`src/rtl/dac_pkg.sv`:
```
// Shared constants for the DAC write path.
// Serializer word layout and scheduler FSM encoding.
package dac_pkg;

  localparam logic [3:0] DAC_CMD_WRITE_UPDATE = 4'h3;
  localparam int DAC_WORD_W = 24;
  localparam int DAC_SAMPLE_W = 16;

  typedef logic [1:0] state_t;

  localparam state_t ST_IDLE = 2'd0;
  localparam state_t ST_ISSUE = 2'd1;
  localparam state_t ST_WAIT_BUSY = 2'd2;
  localparam state_t ST_WAIT_DONE = 2'd3;

endpackage

```
`src/rtl/rr_arbiter.sv`:
```
// Combinational round-robin picker: first request at or after ptr.
// Reusable by any controller sharing one resource among N requesters.
module rr_arbiter #(
  parameter int N = 4,
  localparam int IW = (N > 1) ? $clog2(N) : 1
) (
  input  logic [N-1:0]  req,
  input  logic [IW-1:0] ptr,
  output logic [N-1:0]  grant,
  output logic [IW-1:0] idx,
  output logic          any
);

  logic [IW-1:0] c;

  always_comb begin
    grant = '0;
    idx = '0;
    any = 1'b0;
    c = '0;
    for (int k = 0; k < N; k++) begin
      c = IW'((int'(ptr) + k) % N);
      if (!any && req[c]) begin
        any = 1'b1;
        idx = c;
      end
    end
    if (any) grant[idx] = 1'b1;
  end

endmodule

```
`src/rtl/dac_channel_scheduler.sv`:
```
// Shares one DAC serializer among NUM_CH sample sources.
// Shadow + dirty per channel, round-robin drain, Ready-paced.
module dac_channel_scheduler
  import dac_pkg::*;
#(
  parameter int NUM_CH = 4,
  parameter logic [3:0] CMD = DAC_CMD_WRITE_UPDATE,
  parameter logic [3:0] ADDR_BASE = 4'h1,
  parameter int unsigned REFRESH_DIV = 48000,
  parameter int unsigned BUSY_TIMEOUT = 4,
  localparam int IW = (NUM_CH > 1) ? $clog2(NUM_CH) : 1
) (
  input  logic                       Clock_48MHz,
  input  logic                       Reset,
  input  logic                       i_Enable,
  input  logic [NUM_CH-1:0]          i_Wr_Valid,
  input  logic [DAC_SAMPLE_W*NUM_CH-1:0] i_Wr_Data,
  input  logic                       i_DAC_Ready,
  output logic [DAC_WORD_W-1:0]      o_DAC_Data,
  output logic                       o_DAC_Send,
  output logic [NUM_CH-1:0]          o_Pending,
  output logic [7:0]                 o_Coalesced,
  output logic                       o_Busy
);

  state_t state, state_nx;

  logic [DAC_SAMPLE_W-1:0] shadow [NUM_CH];
  logic [NUM_CH-1:0] dirty, dirty_nx, clr, grant;
  logic [IW-1:0] ptr, win;
  logic any, go, wrap;
  logic [31:0] rcnt;
  logic [15:0] tmr;
  logic [7:0] coal;
  logic [8:0] coal_sum;
  logic [DAC_WORD_W-1:0] data;
  logic send;

  rr_arbiter #(.N(NUM_CH)) u_arb (
    .req   (dirty),
    .ptr   (ptr),
    .grant (grant),
    .idx   (win),
    .any   (any)
  );

  assign wrap = (REFRESH_DIV != 0) && (rcnt == REFRESH_DIV - 1);

  always_ff @(posedge Clock_48MHz) begin
    if (Reset) state <= ST_IDLE;
    else state <= state_nx;
  end

  always_comb begin
    state_nx = state;
    unique case (state)
      ST_IDLE:
        if (i_Enable && any && i_DAC_Ready)
          state_nx = ST_ISSUE;
      ST_ISSUE:
        state_nx = ST_WAIT_BUSY;
      ST_WAIT_BUSY:
        if (!i_DAC_Ready)
          state_nx = ST_WAIT_DONE;
        else if (tmr == 16'(BUSY_TIMEOUT - 1))
          state_nx = ST_IDLE;
      ST_WAIT_DONE:
        if (i_DAC_Ready)
          state_nx = ST_IDLE;
      default:
        state_nx = ST_IDLE;
    endcase
  end

  // Dirty is dropped on the grant edge, so any write landing on or after
  // the latched word re-arms the channel and is sent on a later pass.
  always_comb begin
    go = (state == ST_IDLE) && (state_nx == ST_ISSUE);
    clr = go ? grant : '0;
    coal_sum = {1'b0, coal};
    for (int i = 0; i < NUM_CH; i++) begin
      if (i_Wr_Valid[i] && dirty[i] && !clr[i])
        coal_sum = coal_sum + 9'd1;
      dirty_nx[i] = i_Wr_Valid[i] | wrap | (dirty[i] & ~clr[i]);
    end
  end

  always_ff @(posedge Clock_48MHz) begin
    if (Reset) begin
      dirty <= '0;
      ptr <= '0;
      rcnt <= '0;
      tmr <= '0;
      coal <= '0;
      data <= '0;
      send <= 1'b0;
      for (int i = 0; i < NUM_CH; i++) shadow[i] <= '0;
    end else begin
      dirty <= dirty_nx;
      coal <= (coal_sum > 9'd255) ? 8'd255 : coal_sum[7:0];
      if (REFRESH_DIV != 0) rcnt <= wrap ? '0 : rcnt + 32'd1;
      tmr <= (state == ST_WAIT_BUSY) ? tmr + 16'd1 : '0;
      send <= go;
      for (int i = 0; i < NUM_CH; i++)
        if (i_Wr_Valid[i])
          shadow[i] <= i_Wr_Data[DAC_SAMPLE_W*i +: DAC_SAMPLE_W];
      if (go) begin
        data <= {CMD, ADDR_BASE + 4'(win), shadow[win]};
        ptr <= (win == IW'(NUM_CH - 1)) ? '0 : IW'(win + 1'b1);
      end
    end
  end

  assign o_DAC_Data = data;
  assign o_DAC_Send = send;
  assign o_Pending = dirty;
  assign o_Coalesced = coal;
  assign o_Busy = (state != ST_IDLE);

endmodule

```
`config.mk`:
```
export PLATFORM = sky130hd
export DESIGN_NAME = dac_channel_scheduler
export DESIGN_NICKNAME = d
export VERILOG_FILES = /design/src/rtl/dac_pkg.sv /design/src/rtl/rr_arbiter.sv /design/src/rtl/dac_channel_scheduler.sv
export SDC_FILE = /design/constraint.sdc
export NUM_CORES = 1
export LEC_CHECK = 0
export CAP_MARGIN = 10
export CORE_MARGIN = 8
export CORE_UTILIZATION = 30
export CTS_BUF_LIST = sky130_fd_sc_hd__clkbuf_2 sky130_fd_sc_hd__clkbuf_4 sky130_fd_sc_hd__clkbuf_8
export CTS_CLUSTER_DIAMETER = 80
export CTS_CLUSTER_SIZE = 8
export DETAILED_ROUTE_END_ITERATION = 10
export PLACE_DENSITY = 0.56
export REMOVE_ABC_BUFFERS = 1
export SLEW_MARGIN = 10
export SYNTH_ARGS = -nofsm -noshare
export SYNTH_HDL_FRONTEND = slang
export SYNTH_HIERARCHICAL = 1
export SYNTH_SLANG_ARGS = --single-unit
```
`constraint.sdc`:
```
create_clock -name Clock_48MHz -period 3.7 [get_ports Clock_48MHz]
set_input_delay 0.74 -clock Clock_48MHz [delete_from_list [all_inputs] [get_ports Clock_48MHz]]
set_output_delay 0.74 -clock Clock_48MHz [all_outputs]
set_load 0.01 [all_outputs]
```
* Word-level counts from Yosys, hierarchy flattened
Memories as Yosys holds them, arrays and structs flattened. A register that Yosys moved wholly into a read port is not among the register bits.
Cells that the tools add are included.
** Word-level totals
- Flip-flop bits (word level) :: 86
- Bits in writable memories :: 64
- Bits of input ports :: 72
- Output and inout port bits :: 38
- Word-level logic and storage cells :: 130
- Memories :: 1
** Cells by class
- Add/sub/neg operators :: 11
- Magnitude comparators :: 7
- Equality and inequality tests :: 7
- Multiplexer cells :: 49
- Bitwise logic cells :: 21
- Reductions and logical operators :: 26
** Memory list
- shadow :: words 4, width 16, rd ports 1, clocked after memory_dff 1, write ports 4, line dac_channel_scheduler.sv:28 : logic [DAC_SAMPLE_W-1:0] shadow [NUM_CH];
** Operators by type and width (count)
- 16-bit two-way mux :: 4
- 9-bit two-way mux :: 4
- 32-bit by 1-bit adder with 32-bit output (second input constant) :: 1
- 32-bit by 16-bit == test with 1-bit output (second input constant) :: 1
- 9-bit by 1-bit adder with 9-bit output (second input constant) :: 3
- 1-bit two-way mux :: 23
- 2-bit two-way mux :: 9
- 16-bit by 1-bit adder with 16-bit output (second input constant) :: 1
- 16-bit by 2-bit == test with 1-bit output (second input constant) :: 1
- 1-bit logical AND :: 15
- 2-bit by 3-bit < comparator with 1-bit output (second input constant) :: 5
- 1-bit OR :: 12
- 8-bit by 1-bit adder with 9-bit output (second input constant) :: 1
- 9-bit by 8-bit > comparator with 1-bit output (second input constant) :: 1
- 1-bit binary-select mux with 2-bit select :: 4
- 4-bit two-way mux :: 2
- 8-bit two-way mux :: 1
- 2-bit one-hot mux with 4 select lines :: 1
- 1-bit zero test :: 7
- 2-bit == test (second input constant) :: 3
- 1-bit NOT :: 5
- 2-bit by 1-bit adder with 2-bit output (second input constant) :: 2
- 2-bit adder (second input constant) :: 2
- 1-bit bitwise AND :: 4
- 7 further kinds :: 9

* Logic depth before layout (Yosys ltp)
Gate-level depths: netlist of the first run.
- Word-level depth :: 30
- Mapped depth :: 20
- Gate-level depth less buffers :: 19

* Modules after synthesis
The synthesis of the first run kept the hierarchy.
** By module, submodules not included
- dac_channel_scheduler :: instances 1, cells an instance 694, area each 7140.6 µm², sequential area each 3603.5 µm²
- rr_arbiter :: instances 1, cells an instance 32, area each 182.7 µm², sequential area each 0.0 µm²

* Worst setup path before layout of the first run
OpenSTA, ideal clock, no wires.
- Path type :: register -> register
- Start point :: register dirty[2], in the netlist o_Pending[2]
- End point :: register coal[5], in the netlist o_Coalesced[5]
- Setup time :: 71 ps
- Arrival :: 3665 ps
- Data required time :: 3629 ps
- Slack :: -36 ps
- Cell stages (with the launch flop) :: 17
- Path buffers :: 0
- Clock period less this slack :: 3736 ps
- Path through :: dfxtp_1 > nand2b_1 > a311oi_1 > nor2_1 > and4bb_4 > a21o_1 > xnor2_1 > ha_1 > and3_1 > a21bo_2 > o221ai_1 > nand3_1 > a211oi_2 > or3b_1 > o211ai_2 > a41oi_2 > a21oi_1
** RTL lines
- from (decl) :: line dac_channel_scheduler.sv:29 : logic [NUM_CH-1:0] dirty, dirty_nx, clr, grant;
- from (signal assigned) :: line dac_channel_scheduler.sv:99 : dirty <= dirty_nx;
- 1-bit binary-select mux with 2-bit select :: line rr_arbiter.sv:23 : if (!any && req[c]) begin
- 1-bit two-way mux (not written as such) :: line rr_arbiter.sv:23
- 1-bit two-way mux :: line rr_arbiter.sv:23
- 1-bit zero test :: line rr_arbiter.sv:23
- 1-bit logical AND :: line rr_arbiter.sv:23
- 1-bit two-way mux :: line rr_arbiter.sv:23
- 1-bit zero test :: line rr_arbiter.sv:23
- 1-bit logical AND :: line rr_arbiter.sv:23
- (+9 left out)
- net grant[0] :: line dac_channel_scheduler.sv:29
- (+4 left out)
- 9-bit by 1-bit adder with 9-bit output :: line dac_channel_scheduler.sv:83 : coal_sum = coal_sum + 9'd1;
- 9-bit two-way mux * :: line dac_channel_scheduler.sv:82 : if (i_Wr_Valid[i] && dirty[i] && !clr[i])
- 9-bit by 1-bit adder with 9-bit output :: line dac_channel_scheduler.sv:83
- 9-bit two-way mux * :: line dac_channel_scheduler.sv:82
- 9-bit by 1-bit adder with 9-bit output :: line dac_channel_scheduler.sv:83
- 9-bit two-way mux * :: line dac_channel_scheduler.sv:82
- 9-bit by 8-bit > comparator with 1-bit output :: line dac_channel_scheduler.sv:100 : coal <= (coal_sum > 9'd255) ? 8'd255 : coal_sum[7:0];
- 8-bit two-way mux * :: line dac_channel_scheduler.sv:100
- to (signal assigned) :: line dac_channel_scheduler.sv:100
- to (decl) :: line dac_channel_scheduler.sv:34 : logic [7:0] coal;
The timed path passes the listed nets; every way through them passes the cells marked *. The select of a mux whose other input is x is not followed.
A chain may end at the register's enable or synchronous reset.

* Final worst setup path of the first run
- Start point :: register ptr[0]
- End point :: register coal[0], in the netlist o_Coalesced[0]
** RTL lines
- from (decl) :: line dac_channel_scheduler.sv:30 : logic [IW-1:0] ptr, win;
- from (signal assigned) :: line dac_channel_scheduler.sv:109 : ptr <= (win == IW'(NUM_CH - 1)) ? '0 : IW'(win + 1'b1);
- parallel branches: the longest is 16 deep, another holds 2-bit by 3-bit < comparator with 1-bit output
- 4-bit two-way mux * :: line rr_arbiter.sv:28 : if (any) grant[idx] = 1'b1;
- net grant[0] :: line dac_channel_scheduler.sv:29
- 4-bit two-way mux * :: line dac_channel_scheduler.sv:79 : clr = go ? grant : '0;
- 1-bit zero test * :: line dac_channel_scheduler.sv:82
- 1-bit logical AND * :: line dac_channel_scheduler.sv:82
- 9-bit two-way mux * :: line dac_channel_scheduler.sv:82
- 9-bit by 1-bit adder with 9-bit output :: line dac_channel_scheduler.sv:83
- 9-bit two-way mux * :: line dac_channel_scheduler.sv:82
- 9-bit by 1-bit adder with 9-bit output :: line dac_channel_scheduler.sv:83
- 9-bit two-way mux * :: line dac_channel_scheduler.sv:82
- 9-bit by 1-bit adder with 9-bit output :: line dac_channel_scheduler.sv:83
- 9-bit two-way mux * :: line dac_channel_scheduler.sv:82
- 9-bit by 8-bit > comparator with 1-bit output :: line dac_channel_scheduler.sv:100
- 8-bit two-way mux * :: line dac_channel_scheduler.sv:100
Mark *: on every way through the listed nets, which the timed path passes. The select of a mux whose other input is x is not followed.

==> results of run 1 <==
registers in the layout, summed over array words and instances, names as in the netlist:
| signal | count |
|---|---|
| o_DAC_Data | 19 |
| shadow | 64 |
| rcnt | 32 |
| o_DAC_Send | 1 |
| ptr | 2 |
| tmr | 16 |
| o_Coalesced | 8 |
| state | 2 |
| o_Pending | 4 |
kinds of logic after synthesis:
family          after synthesis  share of synthesized area (%)
simple gates                340                          23.82
mux                          19                          5.331
compound gates              108                          10.35
fa+ha+maj                     7                          1.196
xor+xnor                     61                          7.552
buf+inv                      42                          2.494
other cells                   1                        0.05121
flops                       148                          49.21
metrics by stage:
stage / worst slack (ns) / area, um2 / power, mW / setup TNS [ns]
2_1_floorplan: -0.04855 / 7189 / 2.291 / -0.2471
3_3_place_gp: -0.3349 / 9173 / 2.691 / -2.480
3_5_place_dp: -0.4272 / 9173 / 2.693 / -3.187
4_1_cts: 0.01034 / 9630 / 3.999 / 0
5_1_grt: -0.1799 / 9811 / 4.179 / -1.201
6_report: 0.01042 / 9811 / 3.988 / 0
per-layer routing:
metal  wire length [um]  up-vias  global-route usage [%]
met3                597       19                   2.717
met5                  0        -                       0
met1               8486     2730                   16.19
met2               9698       81                   23.21
li1                   -     2900                       -
met4                286        0                   4.348
Yosys cell counts (3+ instances only):
library cell                n  area share, %
sky130_fd_sc_hd__or3_1      6           0.51
sky130_fd_sc_hd__nand3_1   30            2.1
sky130_fd_sc_hd__nor3_1    10           0.68
sky130_fd_sc_hd__nor2_1    73            3.7
sky130_fd_sc_hd__edfxtp_1  64             26
sky130_fd_sc_hd__mux4_2    16            4.9
sky130_fd_sc_hd__a21oi_1   47            3.2
sky130_fd_sc_hd__a21boi_0   4           0.41
sky130_fd_sc_hd__nand2_1   81            4.2
sky130_fd_sc_hd__xor2_1    37            4.4
sky130_fd_sc_hd__ha_1       7            1.2
sky130_fd_sc_hd__a311oi_1   5           0.60
sky130_fd_sc_hd__and3_1    18            1.5
sky130_fd_sc_hd__mux2i_1    3           0.41
sky130_fd_sc_hd__nor2b_1    9           0.77
sky130_fd_sc_hd__a31oi_1    3           0.26
sky130_fd_sc_hd__nand4_1    8           0.68
sky130_fd_sc_hd__and2_1    70            6.0
sky130_fd_sc_hd__or2_2      4           0.34
sky130_fd_sc_hd__nor4_1     7           0.60
sky130_fd_sc_hd__inv_1     11           0.56
sky130_fd_sc_hd__buf_4      6           0.62
sky130_fd_sc_hd__dfxtp_1   84             23
sky130_fd_sc_hd__and4_1     5           0.60
sky130_fd_sc_hd__xnor2_1   23            2.8
sky130_fd_sc_hd__a21o_1     3           0.31
sky130_fd_sc_hd__nand2b_1   5           0.43
sky130_fd_sc_hd__clkbuf_1  22            1.1
sky130_fd_sc_hd__o21ai_0   11           0.75
sky130_fd_sc_hd__o21ai_1    4           0.27
worst paths after layout:
check	depth (start not counted)	slack, ns	startpoint	endpoint
setup / recovery	16	0.01	ptr[0]	o_Coalesced[0]
hold / removal	2	0.46	o_DAC_Data[13]	o_DAC_Data[13]
setup reg to reg	16	0.01	ptr[0]	o_Coalesced[0]
hold reg to reg	2	0.46	o_DAC_Data[13]	o_DAC_Data[13]
power breakdown:
part           total [mW]  switching [mW]  internal, mW
clock network        1.29           0.766         0.521
registers            1.86          0.0588          1.80
logic               0.844           0.399         0.446
total                3.99            1.22          2.76
repair_timing:
| action | 4_1_cts | 5_1_grt |
|---|---|---|
| hold buffers | 0 | 0 |
| gates resized for setup | 6 | 26 |
| pin swaps | 3 | 18 |
| setup endpoints to repair | 8 | 8 |
| setup buffers | 1 | 4 |
worst max-delay path, cell delays in order, from the launching register on:
cell                       delay (ns)
sky130_fd_sc_hd__dfxtp_2         0.34
sky130_fd_sc_hd__nand2b_4        0.15
sky130_fd_sc_hd__a311oi_4        0.30
sky130_fd_sc_hd__nor2_2          0.10
sky130_fd_sc_hd__and4bb_4        0.22
sky130_fd_sc_hd__a21o_1          0.20
sky130_fd_sc_hd__xnor2_2         0.16
sky130_fd_sc_hd__ha_1            0.30
sky130_fd_sc_hd__and3_4          0.18
sky130_fd_sc_hd__a21bo_4         0.22
sky130_fd_sc_hd__o221ai_4        0.15
sky130_fd_sc_hd__nand3_2         0.14
sky130_fd_sc_hd__a211oi_4        0.28
sky130_fd_sc_hd__or3b_1          0.39
sky130_fd_sc_hd__o211ai_2        0.12
sky130_fd_sc_hd__a41oi_4         0.22
sky130_fd_sc_hd__a21oi_2         0.17
final cells by class:
type | count | area (um2)
Fill cell | 2404 | 14370
Multi-Input combinational cell | 538 | 3737
Sequential cell | 148 | 3608
Timing Repair Buffer | 179 | 1604
Tap cell | 324 | 405.4
Clock buffer | 17 | 234.0
Clock inverter | 15 | 177.7
Inverter | 11 | 41.29
Antenna cell | 1 | 2.502
==> impl_metrics.csv, run 1 <==
group,metric,value,unit
clocking,cts.sinks,148,
route,wl,19070,um
sta,slew-limit-headroom,44.04,%
route,drtPass1Iterations,4,
synth,syn-cell-area,7323,um2
synth,synth_seq_cells,148,
synth,synthArstFlopShare,0,%
worst_setup_path,worst-setup-path-type,"flop to flop",
power_and_ir_drop,leakage_power,3.557,nW
sta,setup_repair_after_global_routing_missed_its_margin,"true",
sta,finalCriticalPeriod,3.690,ns
synth,synth_enable_flop_cells,64,
global_routing,grt_first_pass_wirelength,30860,um
route,routed_wire_length_per_instance,15.46,um
route,routed_via_density,4.647,
clocking,cts.clk_slew.worst_paths,0.09,ns
global_routing,grt_max_degree,33,
sta,worstMarginPinSlew,0.8373,ns
worst_setup_path,critical_path_required,4.09,ns
sta,clk_skew,0.02367,ns
worst_setup_path,end_kind,"flop",
sta,hold_violations,0,
min_path,worst_hold_path_type,"flop to flop",
placed_design,hpwl_after_dpl,13480,um
floorplan,die-height,172.2,um
sta,maxSlewViolCount,0,
cells_and_area,area.growth.synth_to_final,33.97,%
worst_setup_path,critical_path_arrival,4.08,ns
floorplan,die_x,172.2,um
global_routing,grt_antenna_before_repair,1,
synth,synth_area_per_cell,10.09,um2
job,cap_violations,0,
clocking,clock_tree.htree_level_count,4,
placed_design,place_inst,1195,
sta,final.period_utilization,99.72,%
route,antenna_violating_nets_post_route,0,
floorplan,start_util,30.29,%
cells_and_area,most_common_library_cell_in_the_layout_ignoring_fill_and_taps,"sky130_fd_sc_hd__clkdlybuf4s50_1",
cells_and_area,finish.net_count,974,
worst_setup_path,crit_path_start_kind,"flop",
floorplan,ios,110,
global_routing,grt-ovfl-total,0,
route,drc,0,
synth,post_synth_cell_types,67,
cells_and_area,utilization,40.58,%
route,first_iter_violations,279,
synth,ys.warnings.count,22,
power_and_ir_drop,vdd.ir_drop.worst,0.2045,mV
sta,timing.final.setup_violations,0,
clocking,clk_root_buffer_cell,"sky130_fd_sc_hd__clkbuf_8",
global_routing,via_count_of_the_first_global_routing_pass,5788,
global_routing,grt_use_total,13.31,%
clocking,worst_skew_pair.late_latency,0.47,ns
clocking,cts_tree,"built",
power_and_ir_drop,p_per_area,406.5,nW/um2
synth,seq_area_frac_synth,49.21,%
cells_and_area,final_layout_size_suffix_gt1_share,18.61,%
run_status,status,"complete, no violations",
route,vias,5730,
floorplan,row_count,57,
floorplan,die_area,29670,um2
clocking,cts-root-to-sink-buffers,2,
cells_and_area,layoutNonFillerInstCount,1233,
worst_setup_path,crit_path_max_fanout,6,
sta,maxClockFrequency,0.2710,GHz
floorplan,floorplan.core_area,24180,um2
cells_and_area,layout.cells.most_common_list,"sky130_fd_sc_hd__clkdlybuf4s50_1 (105), sky130_fd_sc_hd__nand2_1 (81), sky130_fd_sc_hd__dfxtp_1 (80)",
clocking,numCtsBuffers,17,
placed_design,gp_congestion,0.7882,
synth,synthesis.instances,726,
sta,final.hold.worst_slack,0.4587,ns
placed_design,port_buffers,106,
synth,synth_flop_cell,"sky130_fd_sc_hd__dfxtp_1",
Power figures use the tool's default switching activity.
==> run 2: changes to the inputs <==
--- a/config.mk
+++ b/config.mk
@@ -13,6 +13,7 @@
 export CTS_CLUSTER_SIZE = 8
 export DETAILED_ROUTE_END_ITERATION = 10
 export PLACE_DENSITY = 0.56
+export RECOVER_POWER = 100
 export REMOVE_ABC_BUFFERS = 1
 export SLEW_MARGIN = 10
 export SYNTH_ARGS = -nofsm -noshare
==> results of run 2 <==
Same layout as run 1: the final DEF is identical, and so are final timing and power.
==> run 3: changes to the inputs <==
--- a/config.mk
+++ b/config.mk
@@ -5,7 +5,7 @@
 export SDC_FILE = /design/constraint.sdc
 export NUM_CORES = 1
 export LEC_CHECK = 0
-export CAP_MARGIN = 10
+export CAP_MARGIN = 20
 export CORE_MARGIN = 8
 export CORE_UTILIZATION = 30
 export CTS_BUF_LIST = sky130_fd_sc_hd__clkbuf_2 sky130_fd_sc_hd__clkbuf_4 sky130_fd_sc_hd__clkbuf_8
==> results of run 3 <==
Same layout as run 1: the final DEF is identical, and so are final timing and power.
